**src/rtl/vram_console.sv**
```systemverilog
// Text console front-end for a character VRAM: accepts character codes, keeps a cursor,
// and blanks lines and the whole screen one VRAM write per cycle.
module vram_console #(
  parameter int          COLS  = 40,
  parameter int          ROWS  = 30,
  parameter logic [7:0]  BLANK = 8'h20
) (
  input  logic        clk,
  input  logic        rst_n,
  input  logic        char_valid,
  input  logic [7:0]  char_data,
  output logic        char_ready,
  input  logic        clear,
  output logic [10:0] vram_waddr,
  output logic [7:0]  vram_wdata,
  output logic        vram_we,
  output logic [5:0]  cursor_x,
  output logic [4:0]  cursor_y,
  output logic        busy
);

  localparam logic [1:0] IDLE    = 2'd0;
  localparam logic [1:0] CLRLINE = 2'd1;
  localparam logic [1:0] CLRSCR  = 2'd2;

  localparam logic [10:0] SCR_LAST = 11'(COLS * ROWS - 1);
  localparam logic [10:0] COLS_W   = 11'(COLS);
  localparam logic [5:0]  COL_LAST = 6'(COLS - 1);
  localparam logic [4:0]  ROW_LAST = 5'(ROWS - 1);

  logic [1:0]  state;
  logic [10:0] row_base;
  logic [10:0] clr_addr;
  logic [5:0]  clr_col;
  logic [4:0]  next_y;
  logic [10:0] next_base;
  logic        printable;
  logic        newline;

  assign char_ready = (state == IDLE) && !clear;
  assign printable  = (char_data >= 8'h20);
  assign newline    = (printable && (cursor_x == COL_LAST)) || (char_data == 8'h0A);

  // row_base always equals cursor_y*COLS, so addresses need only an adder
  always_comb begin
    next_y    = cursor_y + 5'd1;
    next_base = row_base + COLS_W;
    if (cursor_y == ROW_LAST) begin
      next_y    = 5'd0;
      next_base = 11'd0;
    end
  end

  always_ff @(posedge clk or negedge rst_n) begin
    if (!rst_n) begin
      state      <= CLRSCR;
      busy       <= 1'b1;
      vram_we    <= 1'b0;
      vram_waddr <= 11'd0;
      vram_wdata <= 8'd0;
      cursor_x   <= 6'd0;
      cursor_y   <= 5'd0;
      row_base   <= 11'd0;
      clr_addr   <= 11'd0;
      clr_col    <= 6'd0;
    end else begin
      vram_we <= 1'b0;
      if (clear) begin
        state    <= CLRSCR;
        busy     <= 1'b1;
        clr_addr <= 11'd0;
      end else begin
        case (state)
          IDLE: begin
            if (char_valid) begin
              if (printable) begin
                vram_we    <= 1'b1;
                vram_waddr <= row_base + {5'd0, cursor_x};
                vram_wdata <= char_data;
              end
              if (newline) begin
                cursor_x <= 6'd0;
                cursor_y <= next_y;
                row_base <= next_base;
                clr_col  <= 6'd0;
                state    <= CLRLINE;
                busy     <= 1'b1;
              end else if (printable) begin
                cursor_x <= cursor_x + 6'd1;
              end else if (char_data == 8'h0D) begin
                cursor_x <= 6'd0;
              end else if ((char_data == 8'h08) && (cursor_x != 6'd0)) begin
                cursor_x <= cursor_x - 6'd1;
              end
            end
          end
          CLRLINE: begin
            vram_we    <= 1'b1;
            vram_waddr <= row_base + {5'd0, clr_col};
            vram_wdata <= BLANK;
            if (clr_col == COL_LAST) begin
              state <= IDLE;
              busy  <= 1'b0;
            end else begin
              clr_col <= clr_col + 6'd1;
            end
          end
          CLRSCR: begin
            vram_we    <= 1'b1;
            vram_waddr <= clr_addr;
            vram_wdata <= BLANK;
            if (clr_addr == SCR_LAST) begin
              state    <= IDLE;
              busy     <= 1'b0;
              cursor_x <= 6'd0;
              cursor_y <= 5'd0;
              row_base <= 11'd0;
            end else begin
              clr_addr <= clr_addr + 11'd1;
            end
          end
          default: begin
            state <= IDLE;
            busy  <= 1'b0;
          end
        endcase
      end
    end
  end

endmodule

```
**config.mk**
```make
export PLATFORM = sky130hd
export DESIGN_NAME = vram_console
export DESIGN_NICKNAME = d
export VERILOG_FILES = /design/src/rtl/vram_console.sv
export SDC_FILE = /design/constraint.sdc
export NUM_CORES = 1
export LEC_CHECK = 0
export BUFFER_PORTS_ARGS = -buffer_cell sky130_fd_sc_hd__buf_2
export CORE_ASPECT_RATIO = 2
export CORE_MARGIN = 2
export CORE_UTILIZATION = 54
export DETAILED_ROUTE_END_ITERATION = 6
export GPL_ROUTABILITY_DRIVEN = 0
export HOLD_SLACK_MARGIN = 0.05
export PLACE_DENSITY = 0.72
export SETUP_SLACK_MARGIN = 0.1
export SLEW_MARGIN = 15
export SYNTH_ARGS = -nofsm -noshare
export SYNTH_HDL_FRONTEND = slang
export SYNTH_SLANG_ARGS = --single-unit
```
**constraint.sdc**
```tcl
create_clock -name clk -period 4.37 [get_ports clk]
set_clock_uncertainty 0.15 [all_clocks]
set_input_delay 0.437 -clock clk [delete_from_list [all_inputs] [get_ports clk]]
set_output_delay 0.437 -clock clk [all_outputs]
set_load 0.01 [all_outputs]
```
# Word-level counts from Yosys, hierarchy flattened
# Cells that the tools add are included.
dict set report totals {
  register_bits 62
  input_bits 12
  out_inout_bits 33
  word_cells 106
}
dict set report op_classes {
  addsub 8
  order_cmp 1
  n_eq_ne 20
  muxes 46
  bitwise_logic 1
  n_reduce_logical 20
}
# operator count
set op_table {}
lappend op_table {{$mux 11} 9}
lappend op_table {{$mux 6} 9}
lappend op_table {{$pmux 11 s3} 1}
lappend op_table {{$eq 8x4->1 const B} 3}
lappend op_table {{$pmux 6 s2} 2}
lappend op_table {{$add 11x6->11} 2}
lappend op_table {{$pmux 11 s2} 1}
lappend op_table {{$mux 5} 4}
lappend op_table {{$mux 8} 2}
lappend op_table {{$pmux 8 s2} 1}
lappend op_table {{$reduce_and 5->1} 3}
lappend op_table {{$add 6x1->6 const B} 2}
lappend op_table {{$eq 6x6->1 const B} 2}
lappend op_table {{$ne 2x2->1 const B} 6}
lappend op_table {{$ne 3x3->1 const B} 4}
lappend op_table {{$reduce_and 4->1} 3}
lappend op_table {{$add 11x1->11 const B} 1}
lappend op_table {{$add 11x6->11 const B} 1}
lappend op_table {{$eq 11x11->1 const B} 1}
lappend op_table {{$mux 2} 5}
lappend op_table {{$pmux 5 s2} 1}
lappend op_table {{$ge 8x6->1 const B} 1}
lappend op_table {{$mux 1} 8}
lappend op_table {{$reduce_bool 2->1} 4}
lappend op_table {{other kinds (18)} 20}

# Depth between registers and ports, before layout
# Gate-level depths: netlist of the first run.
dict set report logic_depth {
  ltp_word 8
  ltp_mapped 11
  ltp_nobuf 10
}

# Worst setup path before layout of the first run
# OpenSTA, ideal clock, no wires.
dict set report synth_timing {
  path_kind {reg-to-reg}
  start {register state[1]}
  end {register vram_waddr[10]}
  setup_ps 133
  arrival_time_ps 2540
  required_time_ps 4087
  slack_ps 1546
  path_stages_with_launch 12
  path_buffers 1
  period_less_slack_ps 2824
  cell_sequence {dfstp_2 inv_1 ha_1 clkbuf_1 mux2_2 ha_1 a21o_1 a21oi_1 nor2_1 xor2_1 mux2i_1 o21ai_0}
}
dict set report synth_via {
  elab_chain_cells 3
  word_cells_on_any_way 8
  classes_between {4 x eq/ne; 1 x mux; 3 x reduce/logical}
}
# element line_no
set synth_rtl {}
lappend synth_rtl {{start, declared} 31} ;# logic [1:0] state;
lappend synth_rtl {{start signal, assigned} 56} ;# state <= CLRSCR;
lappend synth_rtl {{start signal, assigned} 69} ;# state <= CLRSCR;
lappend synth_rtl {{start signal, assigned} 86} ;# state <= CLRLINE;
lappend synth_rtl {{$eq 2x2->1 (tied with other cells)} 73} ;# case (state)
lappend synth_rtl {{$reduce_bool 3->1 (no line) / $ne 2x2->1 (equally long branches)} --}
lappend synth_rtl {{$reduce_and 4->1 (no line)} --}
lappend synth_rtl {{end signal, assigned} 78} ;# vram_waddr <= row_base + {5'd0, cursor_x};
lappend synth_rtl {{end signal, assigned} 99} ;# vram_waddr <= row_base + {5'd0, clr_col};
lappend synth_rtl {{end signal, assigned} 110} ;# vram_waddr <= clr_addr;
lappend synth_rtl {{end, declared} 14} ;# output logic [10:0] vram_waddr,
# Several ways; a longest one is shown, not always the timed one.
# A chain may end at the register's enable or synchronous reset.

# Worst setup path in the final report of the first run
# Ends and elaborated chain as after synthesis.

==> out/results.ini, run 1 <==
[outcome]
outcome=completed

[sta]
finalHoldViolCount=0
fin_crit_sh_pct=70.8
fmax_mhz=323
finalMaxSlewViolations=0
finalWorstSetupSlack_ns=1.28
rsz0062_at_grt=false
worst_slew_pin_slew_ns=1.05
setup_tns_ns=0
period_needed_ns=3.09
finalSetupViolations=0
slew_headroom_pct=30.1

[setup_path]
crit_family=adder cells
cp_slowest_cell=ha_1
arrival_ns=3.11
critPathMaxFanout=15
critPathLaunchType=flop
cp_cell_sequence=inv_1 -> ha_1 -> mux2_2 -> ha_1 -> a21o_1 -> a21oi_1 -> nor2_1 -> xor2_1 -> mux2i_1 -> o21ai_0
required_ns=4.39
cp_slowest_stage_delay_ns=0.51
crit_path_end_kind=flop
worst-path-buf-inv=1
crit_type=flop to flop
cp_common_cell=ha_1

[logic_synthesis]
synthTopCellsByArea=dfrtp_1 41%, o21ai_0 6.2%, ha_1 5.4%
synth_nets=415
synth_cells=388
yosys.area.top_type=dfrtp_1
yosysUniqueCellTypes=52
seq_area_frac_synth_pct=42.9
synth_top_flop_cell=dfrtp_1
syn_avg_cell_area_um2=8.88
synth_top_area_share_pct=41.4
yosysWarningCount=0
synth-edff-count=0
syn-cell-area_um2=3450
async_reset_ff_share_pct=100
synth_seq_cells=59

[pwr]
cellPowerDensity_nw_per_um2=568
total_leakage_power_nw=1.86
ir_drop_v=0.000306

[clock_tree]
cts_max_level=3
clkTransAtPathRegs_ns=0.05
clockBufferDepth=2
cts_buffers=9
cts_hold_buf=0
cts_resized=0
tritoncts=yes
clock_latency_ns=0.33
post_cts_buffers=0
numClockSinks=59
clockRootBuffer=clkbuf_16

[hold_path]
hold_class=primary input to asynchronous set/reset pin

[detailed_routing]
wl_per_cell_um=16.0
drt-total-wl_mm=8.33
vias=2966
dr.pass1.iters=7
first_iter_violations=184
drc=0
ant_nets=0
viasPerCell=5.71

[floorplan]
start_util_pct=55.1
core_area_um2=6260
die_area_um2=7080
die_w_um=60.5
die_h_um=117
ios=45
rows=41

[final_layout]
drive_gt1_share_pct=17.3
layout.cells.non_filler=519
nets=455
syn_to_final_growth_pct=17.1
fin_area_um2=4040
antenna_cells=0
fillers=551

[placed_design]
portBuffers=44
dp_cells=503
post-dp-hpwl_mm=6.12
placed_area_um2=3730
dpl_worst_slack_ns=1.29

[grt]
antenna_found_initial=0
overflow=0
grt_pass1_vias=2765
grt_max_degree=60
busiest_layer=met2
grt_usage_pct=25.5
met3_usage_pct=5.82
grt_pass1_wl_mm=13.2
grtUsageMet1_pct=27.4
grt_use_met2_pct=44.1

[run]
cap_violations=0

-- path summary, 6_finish.rpt --
path,slack (ns),cells past startpoint,start,to
min in group clk,0.22,3,char_data[3],vram_wdata[3]$_DFFE_PN0P_
hold reg to reg,0.32,2,vram_waddr[8]$_DFFE_PN0P_,vram_waddr[8]$_DFFE_PN0P_
setup / recovery,1.28,10,state[1]$_DFFE_PN1P_,vram_waddr[10]$_DFFE_PN0P_
setup reg to reg,1.28,10,state[1]$_DFFE_PN1P_,vram_waddr[10]$_DFFE_PN0P_
max in group asynchronous,3.46,2,rst_n,vram_waddr[10]$_DFFE_PN0P_
hold / removal,0.11,2,rst_n,vram_we$_DFF_PN0_
-- cell usage in the layout (no fill, tap or decap), types with 3 or more instances in the layout --
cell type   n
a21o_1      3
a21oi_1    20
a22o_1      6
a31oi_1     7
buf_2      44
buf_4       3
clkbuf_1    3
clkbuf_16   9
clkbuf_8    3
dfrtp_1    57
ha_1       15
inv_1      14
mux2_2      5
mux2i_1     5
nand2_1    46
nand2b_1   10
nand3_1    12
nand4_1     4
nor2_1     45
nor2b_1     4
nor3_1      9
o21ai_0    43
o31ai_1     5
o41ai_1     5
or3_1       3
xnor2_1    10
xor2_1      8
-- report_power, final --
part / internal (W) / switching (W)
registers: 0.000675 / 0.000130
clock network: 0.000488 / 0.000235
logic: 0.000307 / 0.000460
-- layout make-up --
cell class | instances | area, um2 | area share [%]
Clock inverter | 1 | 30.0 | 0.744
Tap cell | 86 | 108 | 2.67
Multi-Input combinational cell | 297 | 1850 | 45.8
Sequential cell | 59 | 1480 | 36.6
Clock buffer | 15 | 278 | 6.88
Inverter | 14 | 52.6 | 1.30
Timing Repair Buffer | 47 | 243 | 6.01
-- metrics by stage --
stage	hold WS [ns]	power, W	utilization (%)
floorplan	-0.00859	0.00131	-
global placement	0.307	0.00157	59.6
detailed placement	0.316	0.00158	59.6
CTS	0.136	0.00232	64.5
global route	0.186	0.00244	64.5
finish	0.115	0.00229	64.5
-- synthesized netlist by cell type, drive strengths merged, types with 6 or more instances --
| cell | instances |
|---|---|
| xnor2 | 10 |
| a31oi | 8 |
| o21ai | 45 |
| nor2 | 45 |
| o31ai | 6 |
| dfrtp | 57 |
| nand3 | 13 |
| xor2 | 8 |
| clkbuf | 15 |
| ha | 15 |
| a22o | 6 |
| a21oi | 20 |
| nand2b | 10 |
| nand2 | 46 |
| nor3 | 10 |
| inv | 14 |
-- state kept, by name, summed over array words and instances, names as in the netlist --
register	cells
state	2
clr_col	6
cursor_x	6
vram_waddr	11
clr_addr	11
vram_wdata	8
cursor_y	5
vram_we	1
busy	1
row_base	8
-- layer usage --
| layer | share of wire [%] | routed length [um] | up-vias |
|---|---|---|---|
| met3 | 2.8 | 234 | 25 |
| met2 | 55 | 4610 | 69 |
| met5 | 0 | 0 | - |
| li1 | - | - | 1446 |
| met4 | 3.4 | 284 | 0 |
| met1 | 38 | 3200 | 1426 |
-- cell families after synthesis --
family	Yosys count	synth area share, %
xor gates and xnor gates	18	4.57
adders and majority gates	15	5.44
DFF	59	42.9
muxes	10	3.09
and+or+nand+nor	152	21.5
AOI/OAI and AO/OA	102	18.9
buffers and inverters	32	3.52
Note: power is estimated with default switching activity, not from simulation.
==> inputs of run 2 (changes only) <==
--- a/config.mk
+++ b/config.mk
@@ -8,11 +8,11 @@
 export BUFFER_PORTS_ARGS = -buffer_cell sky130_fd_sc_hd__buf_2
 export CORE_ASPECT_RATIO = 2
 export CORE_MARGIN = 2
-export CORE_UTILIZATION = 54
+export CORE_UTILIZATION = 52
 export DETAILED_ROUTE_END_ITERATION = 6
 export GPL_ROUTABILITY_DRIVEN = 0
 export HOLD_SLACK_MARGIN = 0.05
-export PLACE_DENSITY = 0.72
+export PLACE_DENSITY = 0.73
 export SETUP_SLACK_MARGIN = 0.1
 export SLEW_MARGIN = 15
 export SYNTH_ARGS = -nofsm -noshare
==> constraint.sdc (replaced) <==
create_clock -name clk -period 2.49 [get_ports clk]
set_clock_uncertainty 0.15 [all_clocks]
set_input_delay 0.249 -clock clk [delete_from_list [all_inputs] [get_ports clk]]
set_output_delay 0.249 -clock clk [all_outputs]
set_load 0.01 [all_outputs]
==> run 2 against run 1 <==
Worst setup slack worse by 1.3 ns. Non-clock buffer count increased by 35. Highest routed layer unchanged. Via count grew 5.0%. Cell count increased by 6.9%. Hold slack worse by 0.059 ns. Critical path type unchanged. Clock-buffer cell count fell by 5. Critical path depth fell by 5. First-iteration DRC count decreased by 22%. Sequential share of layout area is 3.3 points lower. Largest cell class unchanged. Routed wire length hardly changed. Die area is 3.6% higher. Critical endpoint is now cursor_x[1]$_DFFE_PN0P_.
==> out/results.ini, run 2 (synthesized netlist as in run 1, its figures left out) <==
[setup_path]
crit_path_end_kind=flop
cp_cell_sequence=or4b_4 -> o31a_4 -> or3_4 -> a31oi_4 -> mux2_4
cp_slowest_stage_delay_ns=0.55
cp_slowest_cell=or4b_4
critPathLaunchType=flop
crit_type=flop to flop
critPathMaxFanout=7
arrival_ns=2.54
required_ns=2.55

[floorplan]
core_area_um2=6520
die_h_um=119
die_w_um=61.6
ios=45
rows=42
die_area_um2=7340
start_util_pct=52.9

[sta]
setup_tns_ns=0
hold_slack_ns=0.0555
rsz0062_at_grt=true
period_needed_ns=2.48
finalHoldViolCount=0
finalMaxSlewViolations=0
fin_crit_sh_pct=99.5
fmax_mhz=404
finalSetupViolations=0
slew_headroom_pct=53.7
worst_slew_pin_slew_ns=0.686

[pwr]
ir_drop_v=0.000738
cellPowerDensity_nw_per_um2=973
total_leakage_power_nw=2.10

[detailed_routing]
wl_per_cell_um=15.0
vias=3114
ant_nets=0
first_iter_violations=144
viasPerCell=5.61
drt-total-wl_mm=8.34
drc=0
dr.pass1.iters=5

[final_layout]
antenna_cells=0
mostFrequentLayoutCells=57 x dfrtp_1, 46 x nand2_1, 44 x buf_2
reg_top3=clr_addr (11), vram_waddr (11)
drive_gt1_share_pct=26.1
fin_area_um2=4440
syn_to_final_growth_pct=28.7
utilization_pct=68.1
nets=490
final_common_cell=dfrtp_1

[clock_tree]
clock_latency_ns=0.33
clockBufferDepth=2
clockRootBuffer=clkbuf_16
clkTransAtPathRegs_ns=0.05
numClockSinks=59
cts_max_level=3
cts_buffers=9
tritoncts=yes

[placed_design]
post-dp-hpwl_mm=5.93
placed_area_um2=3990
portBuffers=44

[outcome]
outcome=completed

[grt]
overflow=0
grt_pass1_wl_mm=13.6
antenna_found_initial=0
grt_pass1_vias=3022
grt_max_degree=39
grt_usage_pct=24.6

[hold_path]
hold_class=primary input to flop

[run]
cap_violations=0

## run 2: changes by cell type in the layout (fill, tap and decap cells not counted), moves of 2 or more
| cell | previous run | this run |
|---|---|---|
| a21oi_1 | 20 | 18 |
| buf_4 | 3 | 33 |
| clkbuf_1 | 3 | 0 |
| clkbuf_8 | 3 | 1 |
| clkinv_2 | 0 | 2 |
| dlygate4sd3_1 | 0 | 3 |
| ha_1 | 15 | 13 |
| ha_4 | 0 | 2 |
| mux2_2 | 5 | 2 |
| mux2_4 | 0 | 3 |
| nor2_1 | 45 | 43 |
| nor2_2 | 0 | 2 |
| o21ai_0 | 43 | 37 |
| o21ai_1 | 2 | 8 |
## run 2: power by group
group | switching (W) | leakage (nW) | internal (W)
Sequential | 0.000179 | 0.796 | 0.00118
Clock | 0.000410 | 0.154 | 0.000891
Combinational | 0.000923 | 1.15 | 0.000731
Total | 0.00151 | 2.10 | 0.00281
## run 2: path summary, 6_finish.rpt
check | startpoint | end | slack [ns] | cells past startpoint
worst max-delay path | clr_addr[8]$_DFFE_PN0P_ | cursor_x[1]$_DFFE_PN0P_ | 0.01 | 5
worst min-delay path | char_data[2] | vram_wdata[2]$_DFFE_PN0P_ | 0.06 | 3
worst max register to register | clr_addr[8]$_DFFE_PN0P_ | cursor_x[1]$_DFFE_PN0P_ | 0.01 | 5
worst min register to register | vram_waddr[8]$_DFFE_PN0P_ | vram_waddr[8]$_DFFE_PN0P_ | 0.32 | 2
max in group asynchronous | rst_n | vram_waddr[6]$_DFFE_PN0P_ | 1.28 | 3
min in group asynchronous | rst_n | cursor_x[5]$_DFFE_PN0P_ | 0.32 | 2
## run 2: repair_timing
item                       in CTS  in global routing
hold endpoints to repair       25                  0
hold buffers                    3                  0
buffers inserted                2                  3
pin swaps                       0                  7
setup endpoints to repair      13                 18
gates resized for setup         4                 10
## run 2: worst max-delay path, delay by kind of cell (launching register included)
kind,cells,cell delay (ns)
muxes,1,0.33
and+or+nand+nor,2,0.93
DFF,1,0.37
AOI/OAI and AO/OA,2,0.58
## run 2: through the flow
stage / setup WS (ns) / cells / total power (W)
floorplan: -0.0210 / 388 / 0.00235
global placement: 0.0196 / 532 / 0.00290
detailed placement: -0.0213 / 532 / 0.00295
CTS: 0.0104 / 552 / 0.00430
global route: -0.0536 / 555 / 0.00459
finish: 0.0132 / 555 / 0.00432
## run 2: metal layers
| layer | up-vias | wire length [um] | global-route usage [%] |
|---|---|---|---|
| li1 | 1512 | - | - |
| met1 | 1477 | 3450 | 31.4 |
| met2 | 103 | 4200 | 37.8 |
| met3 | 22 | 401 | 4.23 |
| met4 | 0 | 283 | 14.1 |
| met5 | - | 0 | 0 |
## run 2: final cells by class
| cell class | instances | area [um2] |
|---|---|---|
| clock buffer | 10 | 239 |
| sequential | 59 | 1480 |
| timing repair buffer | 82 | 529 |
| multi-input combinational | 297 | 1950 |
| inverter | 14 | 52.6 |
| fill | 557 | 2080 |
| tap | 88 | 110 |
| clock inverter | 5 | 77.6 |
